[src/rtl/fft_frame_sequencer.sv]
// fft_frame_sequencer
//   Captures one frame of FRAME_LEN windowed samples into a local buffer,
//   streams it to an FFT core over an AXI-stream style handshake, then waits
//   for the peak finder to report the frame result (or gives up after
//   TIMEOUT cycles) before capturing the next frame.
//
// Ports
//   clk_in           system clock
//   rst_in           asynchronous active-low reset
//   enable_in        level, permits frame capture
//   sample_in        sample to capture (WIDTH bits, signed)
//   sample_valid_in  single-cycle sample strobe
//   fft_data_out     sample to FFT
//   fft_valid_out    stream valid
//   fft_last_out     high with the final sample of the frame
//   fft_ready_in     stream ready from FFT
//   peak_valid_in    frame result strobe from the peak finder
//   busy_out         high whenever the sequencer is not idle
//   frame_done_out   one-cycle pulse when a frame result is accepted
//   timeout_out      one-cycle pulse when the result wait expires
//   frame_count_out  completed frames (accepted + timed out), wrapping
//   drop_count_out   (FRAME_SEQ_DROP_CNT_EN only) saturating count of samples
//                    dropped while streaming or waiting for a result
//
// Build option: define FRAME_SEQ_DROP_CNT_EN to add drop_count_out.
module fft_frame_sequencer #(
  parameter int unsigned FRAME_LEN = 256,
  parameter int unsigned WIDTH     = 8,
  parameter int unsigned TIMEOUT   = 65535
) (
  input  logic             clk_in,
  input  logic             rst_in,
  input  logic             enable_in,
  input  logic [WIDTH-1:0] sample_in,
  input  logic             sample_valid_in,
  output logic [WIDTH-1:0] fft_data_out,
  output logic             fft_valid_out,
  output logic             fft_last_out,
  input  logic             fft_ready_in,
  input  logic             peak_valid_in,
  output logic             busy_out,
  output logic             frame_done_out,
  output logic             timeout_out,
  output logic [15:0]      frame_count_out
`ifdef FRAME_SEQ_DROP_CNT_EN
  ,
  output logic [15:0]      drop_count_out
`endif
);

  localparam int unsigned AW = $clog2(FRAME_LEN);
  localparam int unsigned TW = $clog2(TIMEOUT + 1);

  localparam logic [AW-1:0] WR_LAST = AW'(FRAME_LEN - 1);
  localparam logic [AW:0]   RD_LAST = (AW + 1)'(FRAME_LEN - 1);
  localparam logic [AW:0]   RD_END  = (AW + 1)'(FRAME_LEN);
  localparam logic [TW-1:0] TMO_LAST = TW'(TIMEOUT - 1);

  typedef enum logic [1:0] {
    IDLE,
    FILL,
    STREAM,
    WAIT_RESULT
  } state_e;

  state_e           state_q, state_d;
  logic [AW-1:0]    wr_idx_q, wr_idx_d;
  logic [AW:0]      rd_idx_q, rd_idx_d;
  logic [TW-1:0]    timer_q, timer_d;
  logic             valid_q, valid_d;
  logic             last_q, last_d;
  logic [WIDTH-1:0] data_q, data_d;
  logic             done_q, done_d;
  logic             tmo_q, tmo_d;
  logic [15:0]      count_q, count_d;
  logic             mem_we;

  logic [WIDTH-1:0] mem_q [FRAME_LEN];

`ifdef FRAME_SEQ_DROP_CNT_EN
  logic [15:0] drop_q, drop_d;
`endif

  always_comb begin
    state_d  = state_q;
    wr_idx_d = wr_idx_q;
    rd_idx_d = rd_idx_q;
    timer_d  = timer_q;
    valid_d  = valid_q;
    last_d   = last_q;
    data_d   = data_q;
    done_d   = 1'b0;
    tmo_d    = 1'b0;
    count_d  = count_q;
    mem_we   = 1'b0;
`ifdef FRAME_SEQ_DROP_CNT_EN
    drop_d   = drop_q;
`endif

    unique case (state_q)
      IDLE: begin
        if (enable_in) begin
          state_d  = FILL;
          wr_idx_d = '0;
        end
      end

      FILL: begin
        // Disable takes priority so a sample coinciding with it is discarded.
        if (!enable_in) begin
          state_d = IDLE;
        end else if (sample_valid_in) begin
          mem_we   = 1'b1;
          wr_idx_d = wr_idx_q + 1'b1;
          if (wr_idx_q == WR_LAST) begin
            state_d  = STREAM;
            rd_idx_d = '0;
          end
        end
      end

      STREAM: begin
        // Single output register: refill whenever it is empty or being
        // drained, so a ready-high FFT sees one transfer per cycle.
        if (valid_q && fft_ready_in && last_q) begin
          valid_d = 1'b0;
          last_d  = 1'b0;
          data_d  = '0;
          timer_d = '0;
          state_d = WAIT_RESULT;
        end else if ((!valid_q || fft_ready_in) && (rd_idx_q != RD_END)) begin
          valid_d  = 1'b1;
          data_d   = mem_q[rd_idx_q[AW-1:0]];
          last_d   = (rd_idx_q == RD_LAST);
          rd_idx_d = rd_idx_q + 1'b1;
        end
      end

      WAIT_RESULT: begin
        timer_d = timer_q + 1'b1;
        // A peak arriving on the expiry cycle wins over the timeout.
        if (peak_valid_in || (timer_q == TMO_LAST)) begin
          done_d   = peak_valid_in;
          tmo_d    = !peak_valid_in;
          count_d  = count_q + 16'd1;
          wr_idx_d = '0;
          state_d  = enable_in ? FILL : IDLE;
        end
      end

      default: state_d = IDLE;
    endcase

`ifdef FRAME_SEQ_DROP_CNT_EN
    if (sample_valid_in && ((state_q == STREAM) || (state_q == WAIT_RESULT))
        && (drop_q != '1)) begin
      drop_d = drop_q + 16'd1;
    end
`endif
  end

  always_ff @(posedge clk_in or negedge rst_in) begin
    if (!rst_in) begin
      state_q  <= IDLE;
      wr_idx_q <= '0;
      rd_idx_q <= '0;
      timer_q  <= '0;
      valid_q  <= 1'b0;
      last_q   <= 1'b0;
      data_q   <= '0;
      done_q   <= 1'b0;
      tmo_q    <= 1'b0;
      count_q  <= '0;
`ifdef FRAME_SEQ_DROP_CNT_EN
      drop_q   <= '0;
`endif
    end else begin
      state_q  <= state_d;
      wr_idx_q <= wr_idx_d;
      rd_idx_q <= rd_idx_d;
      timer_q  <= timer_d;
      valid_q  <= valid_d;
      last_q   <= last_d;
      data_q   <= data_d;
      done_q   <= done_d;
      tmo_q    <= tmo_d;
      count_q  <= count_d;
`ifdef FRAME_SEQ_DROP_CNT_EN
      drop_q   <= drop_d;
`endif
    end
  end

  // Frame buffer is deliberately left out of reset.
  always_ff @(posedge clk_in) begin
    if (mem_we) begin
      mem_q[wr_idx_q] <= sample_in;
    end
  end

  assign fft_data_out    = data_q;
  assign fft_valid_out   = valid_q;
  assign fft_last_out    = last_q;
  assign busy_out        = (state_q != IDLE);
  assign frame_done_out  = done_q;
  assign timeout_out     = tmo_q;
  assign frame_count_out = count_q;
`ifdef FRAME_SEQ_DROP_CNT_EN
  assign drop_count_out  = drop_q;
`endif

endmodule

[config.mk]
export PLATFORM = sky130hd
export DESIGN_NAME = fft_frame_sequencer
export DESIGN_NICKNAME = d
export VERILOG_FILES = /design/src/rtl/fft_frame_sequencer.sv
export SDC_FILE = /design/constraint.sdc
export NUM_CORES = 2
export LEC_CHECK = 0
export BUFFER_PORTS_ARGS = -buffer_cell sky130_fd_sc_hd__buf_2
export CORE_AREA = 10 10 446 492
export CTS_BUF_LIST = sky130_fd_sc_hd__clkbuf_8
export CTS_CLUSTER_DIAMETER = 40
export DETAILED_ROUTE_END_ITERATION = 8
export DIE_AREA = 0 0 456 502
export PLACE_DENSITY_LB_ADDON = 0.15
export SYNTH_ARGS = -nofsm -noshare
export SYNTH_HDL_FRONTEND = slang
export SYNTH_SLANG_ARGS = --single-unit
[constraint.sdc]
create_clock -name clk_in -period 2.8 [get_ports clk_in]
set_input_delay 0.56 -clock clk_in [delete_from_list [all_inputs] [get_ports clk_in]]
set_output_delay 0.56 -clock clk_in [all_outputs]
set_load 0.05 [all_outputs]
==> impl_summary.log <==
INFO  metric cts_inserted_buffers = 375
INFO  metric largest_net_degree_at_the_start_of_global_routing = approximately 100
INFO  metric final_design_area_no_fill = 102000 sq um
INFO  metric total_standard_cell_area_after_synthesis = around 83000 sq um
INFO  metric floorplan.die_area = 229000 sq um
INFO  metric synth_seq_cells = 2111
INFO  metric grt_pass1_wl = 345000 microns
INFO  metric max-clock-path-buffers = 4
INFO  metric total_length_of_routed_wires = around 240000 microns
INFO  metric antenna_left = 0
INFO  metric synth.net_count = roughly 4400
INFO  metric first_pass_iters = 7
INFO  metric worstPathRequired = between 3 and 4 ns
INFO  metric synth_enable_flop_cells = ~2000
INFO  metric leakagePower = about 0.033 uW
INFO  metric numPortBuffers = 42
INFO  metric die_y = about 500 microns
INFO  metric grt_remaining_overflow = 0
INFO  metric final_layout_size_suffix_gt1_share = roughly 34%
INFO  metric synth.yosys.seq_area_share = roughly 76%
INFO  metric setup.worst_path.class = flip-flop to flip-flop
INFO  metric power_density_normalized_to_cell_area = ~600 nW/um^2
INFO  metric layout_setup_ws = -0.239 ns
INFO  metric synth.top_cells.by_area = sky130_fd_sc_hd__edfxtp_1, sky130_fd_sc_hd__mux4_2, sky130_fd_sc_hd__mux2i_1
INFO  metric max_freq = ~0.33 GHz
INFO  metric synth_most_common_cell = sky130_fd_sc_hd__edfxtp_1
INFO  metric post-route-min-period = a little over 3 ns
INFO  metric initial_core_util = 39.9%
INFO  metric post_drt_via_cell_ratio = about 5.5
INFO  metric place_congestion = ~0.85
INFO  metric timing_max_transition_violations_final = 0
INFO  metric timing.reg2reg.worst_path_depth = 8
INFO  metric ys.flop_type = sky130_fd_sc_hd__edfxtp_1
INFO  metric synthesis.instances = approximately 4400
INFO  metric placement.cell_area = 92400 sq um
INFO  metric tritoncts = yes
INFO  metric hold_viol_final = 0
INFO  metric critical_path.reg2reg.endpoint = fft_data_out[7]$_DFFE_PN0P_
INFO  metric finalCritPeriodShare = 109%
INFO  metric worstSetupEndpointType = flip-flop
INFO  metric max_cap_viol_count = 0
INFO  metric synth_top_area_share = approximately 74%
INFO  metric violations = negative setup slack
INFO  metric clk_slew_on_worst_s_h_paths = around 0.060 ns
INFO  metric worst_slew_margin_rel = 40.1%
INFO  metric cts-htree-levels = 5
INFO  metric number_of_antenna_violations_at_the_first_check_in_global_routing = 11
INFO  metric core = ~210000 sq um
INFO  metric average_instance_area_after_synthesis = about 19 sq um
INFO  metric wire_per_inst = roughly 29 microns
INFO  metric startpoint_type = flip-flop
INFO  metric ff2ff_setup_slack = -0.24 ns
INFO  metric synth.distinct_cells = between 60 and 70
INFO  metric design_power_total = 62500 uW
INFO  metric clk_latency = ~1.1 ns
INFO  metric hp-class = input pin to async pin
INFO  metric detail_route.drc_violations = 0
INFO  metric ir_drop = around 570 uV
INFO  metric synthToLayoutAreaGrowth = 22.2%
INFO  metric r2r-start = rd_idx_q[3]$_DFFE_PN0P_
INFO  metric synthDominantAreaCellType = sky130_fd_sc_hd__edfxtp_1
INFO  metric via_count_of_the_first_global_routing_pass = between 40000 and 50000
INFO  metric yosysWarnings = 0
INFO  metric clockRootBuffer = sky130_fd_sc_hd__clkbuf_8
INFO  metric drtIter0Drc = a little over 4000
INFO  metric critical_path_at = approximately 4.0 ns
INFO  metric std_cell_rows = 176
INFO  metric hpwlAfterDp = around 160000 microns
INFO  metric tightest_slew = roughly 0.9 ns
INFO  metric status = complete, but fails checks
INFO  metric fill_cells = ~17000
INFO  metric nNetsFinal = around 5400
INFO  metric cts.sink_count = ~2100
INFO  metric routed-via-count = roughly 46000
INFO  metric setup_viol = 8
INFO  metric chipWidth = 456 microns
INFO  metric pre_cts_ws = -0.823 ns
INFO  metric crit_fanout = 9
INFO  metric synthArstFlopShare = between 2 and 3%
INFO  metric unrepaired_setup_endpoints_after_global_routing = true
INFO  metric io-pin-count = 43
INFO  metric netlist_top_cells_count = sky130_fd_sc_hd__edfxtp_1, sky130_fd_sc_hd__nor2_1, sky130_fd_sc_hd__mux4_2
INFO  metric fin_skew = ~0.064 ns
INFO  metric grt_usage = roughly a fifth
-- layer usage --
| metal | global-route usage [%] | vias to the layer above | wire length [microns] |
|---|---|---|---|
| li1 | - | 19900 | - |
| met1 | 27.4 | 24200 | 101000 |
| met2 | 34.5 | 1644 | 119000 |
| met3 | 3.90 | 404 | 15700 |
| met4 | 6.87 | 0 | 7940 |
| met5 | 0 | - | 0 |
-- how the worst max path moves through the flow --
stage                                  from                          end  slack [ns]  cells past startpoint
finish              rd_idx_q[3]$_DFFE_PN0P_  fft_data_out[7]$_DFFE_PN0P_       -0.24                      8
global route        rd_idx_q[0]$_DFFE_PN0P_  fft_data_out[7]$_DFFE_PN0P_       -0.24                     12
CTS                 rd_idx_q[0]$_DFFE_PN0P_  fft_data_out[7]$_DFFE_PN0P_       -0.23                     11
detailed placement  rd_idx_q[0]$_DFFE_PN0P_  fft_data_out[1]$_DFFE_PN0P_       -0.82                      9
global placement    rd_idx_q[0]$_DFFE_PN0P_  fft_data_out[1]$_DFFE_PN0P_       -0.83                      9
floorplan           rd_idx_q[1]$_DFFE_PN0P_  fft_data_out[2]$_DFFE_PN0P_        0.07                     15
-- critical path, stage by stage, from the launching register on --
cell	delay, ns
sky130_fd_sc_hd__dfrtp_4	0.50
sky130_fd_sc_hd__buf_4	0.19
sky130_fd_sc_hd__nand2_1	0.24
sky130_fd_sc_hd__nor2_1	0.26
sky130_fd_sc_hd__a2111oi_2	0.42
sky130_fd_sc_hd__buf_4	0.20
sky130_fd_sc_hd__nand4_1	0.32
sky130_fd_sc_hd__or4_4	0.68
sky130_fd_sc_hd__o311ai_4	0.09
-- sequential cells by signal, summed over array words and instances (netlist names), named ones only --
signal	count
rd_idx_q	9
state_q	1
fft_data_out	8
frame_done_out	1
mem_q	2048
timeout_out	1
frame_count_out	16
timer_q	16
wr_idx_q	8
fft_valid_out	1
fft_last_out	1
-- final cells by class --
type	instances	area [sq um]	share of cell area (%)
Antenna cell	5	12.5	0.0123
Clock buffer	387	5330	5.24
Clock inverter	261	1580	1.55
Inverter	15	61.3	0.0603
Multi-Input combinational cell	1988	19700	19.4
Sequential cell	2111	63100	62.1
Tap cell	2759	3450	3.40
Timing Repair Buffer	876	8460	8.32
-- layout by cell type (no fill, tap or decap), types with 46 or more instances in the layout --
| master | count |
|---|---|
| sky130_fd_sc_hd__clkbuf_8 | 387 |
| sky130_fd_sc_hd__nor2_1 | 461 |
| sky130_fd_sc_hd__o22ai_1 | 78 |
| sky130_fd_sc_hd__nor3_1 | 73 |
| sky130_fd_sc_hd__o221ai_1 | 66 |
| sky130_fd_sc_hd__a21oi_1 | 46 |
| sky130_fd_sc_hd__mux4_2 | 362 |
| sky130_fd_sc_hd__inv_1 | 121 |
| sky130_fd_sc_hd__buf_12 | 97 |
| sky130_fd_sc_hd__edfxtp_1 | 2048 |
| sky130_fd_sc_hd__nand2_1 | 94 |
| sky130_fd_sc_hd__clkinv_1 | 69 |
| sky130_fd_sc_hd__mux2i_1 | 309 |
| sky130_fd_sc_hd__dfrtp_1 | 59 |
| sky130_fd_sc_hd__buf_4 | 673 |
-- power breakdown --
group	switching, uW	internal (uW)
Clock	12500	14400
Sequential	16.1	34700
Combinational	806	181
-- cells by family after synthesis --
logic type      after synthesis  share of synthesized area [%]
flops                      2111                           75.8
buf+inv                     267                           1.97
fa+ha+maj                    10                          0.150
mux                         697                           13.9
compound gates              392                           3.31
xor+xnor                     33                          0.347
simple gates                856                           4.58
-- through the flow --
stage                     cells  util [%]  TNS, ns  hold WS [ns]
final                      8402      48.7    -1.02        0.0895
after global routing       8399      48.7    -1.19        0.0699
after CTS                  8370      48.4    -1.14        0.0154
after detailed placement   7673      44.3    -3.85         0.476
after global placement     7673      44.3    -3.94         0.455
after floorplan            4366         -        0         0.264
-- repair_timing --
action	in CTS	in global routing
setup endpoints to repair	10	21
cloned	9	6
buffers inserted	37	30
endpoints found under the hold margin	396	0
hold buffers	13	0
resized for setup	182	108
pin swaps	54	53
Note: power is estimated with default switching activity, not from simulation.
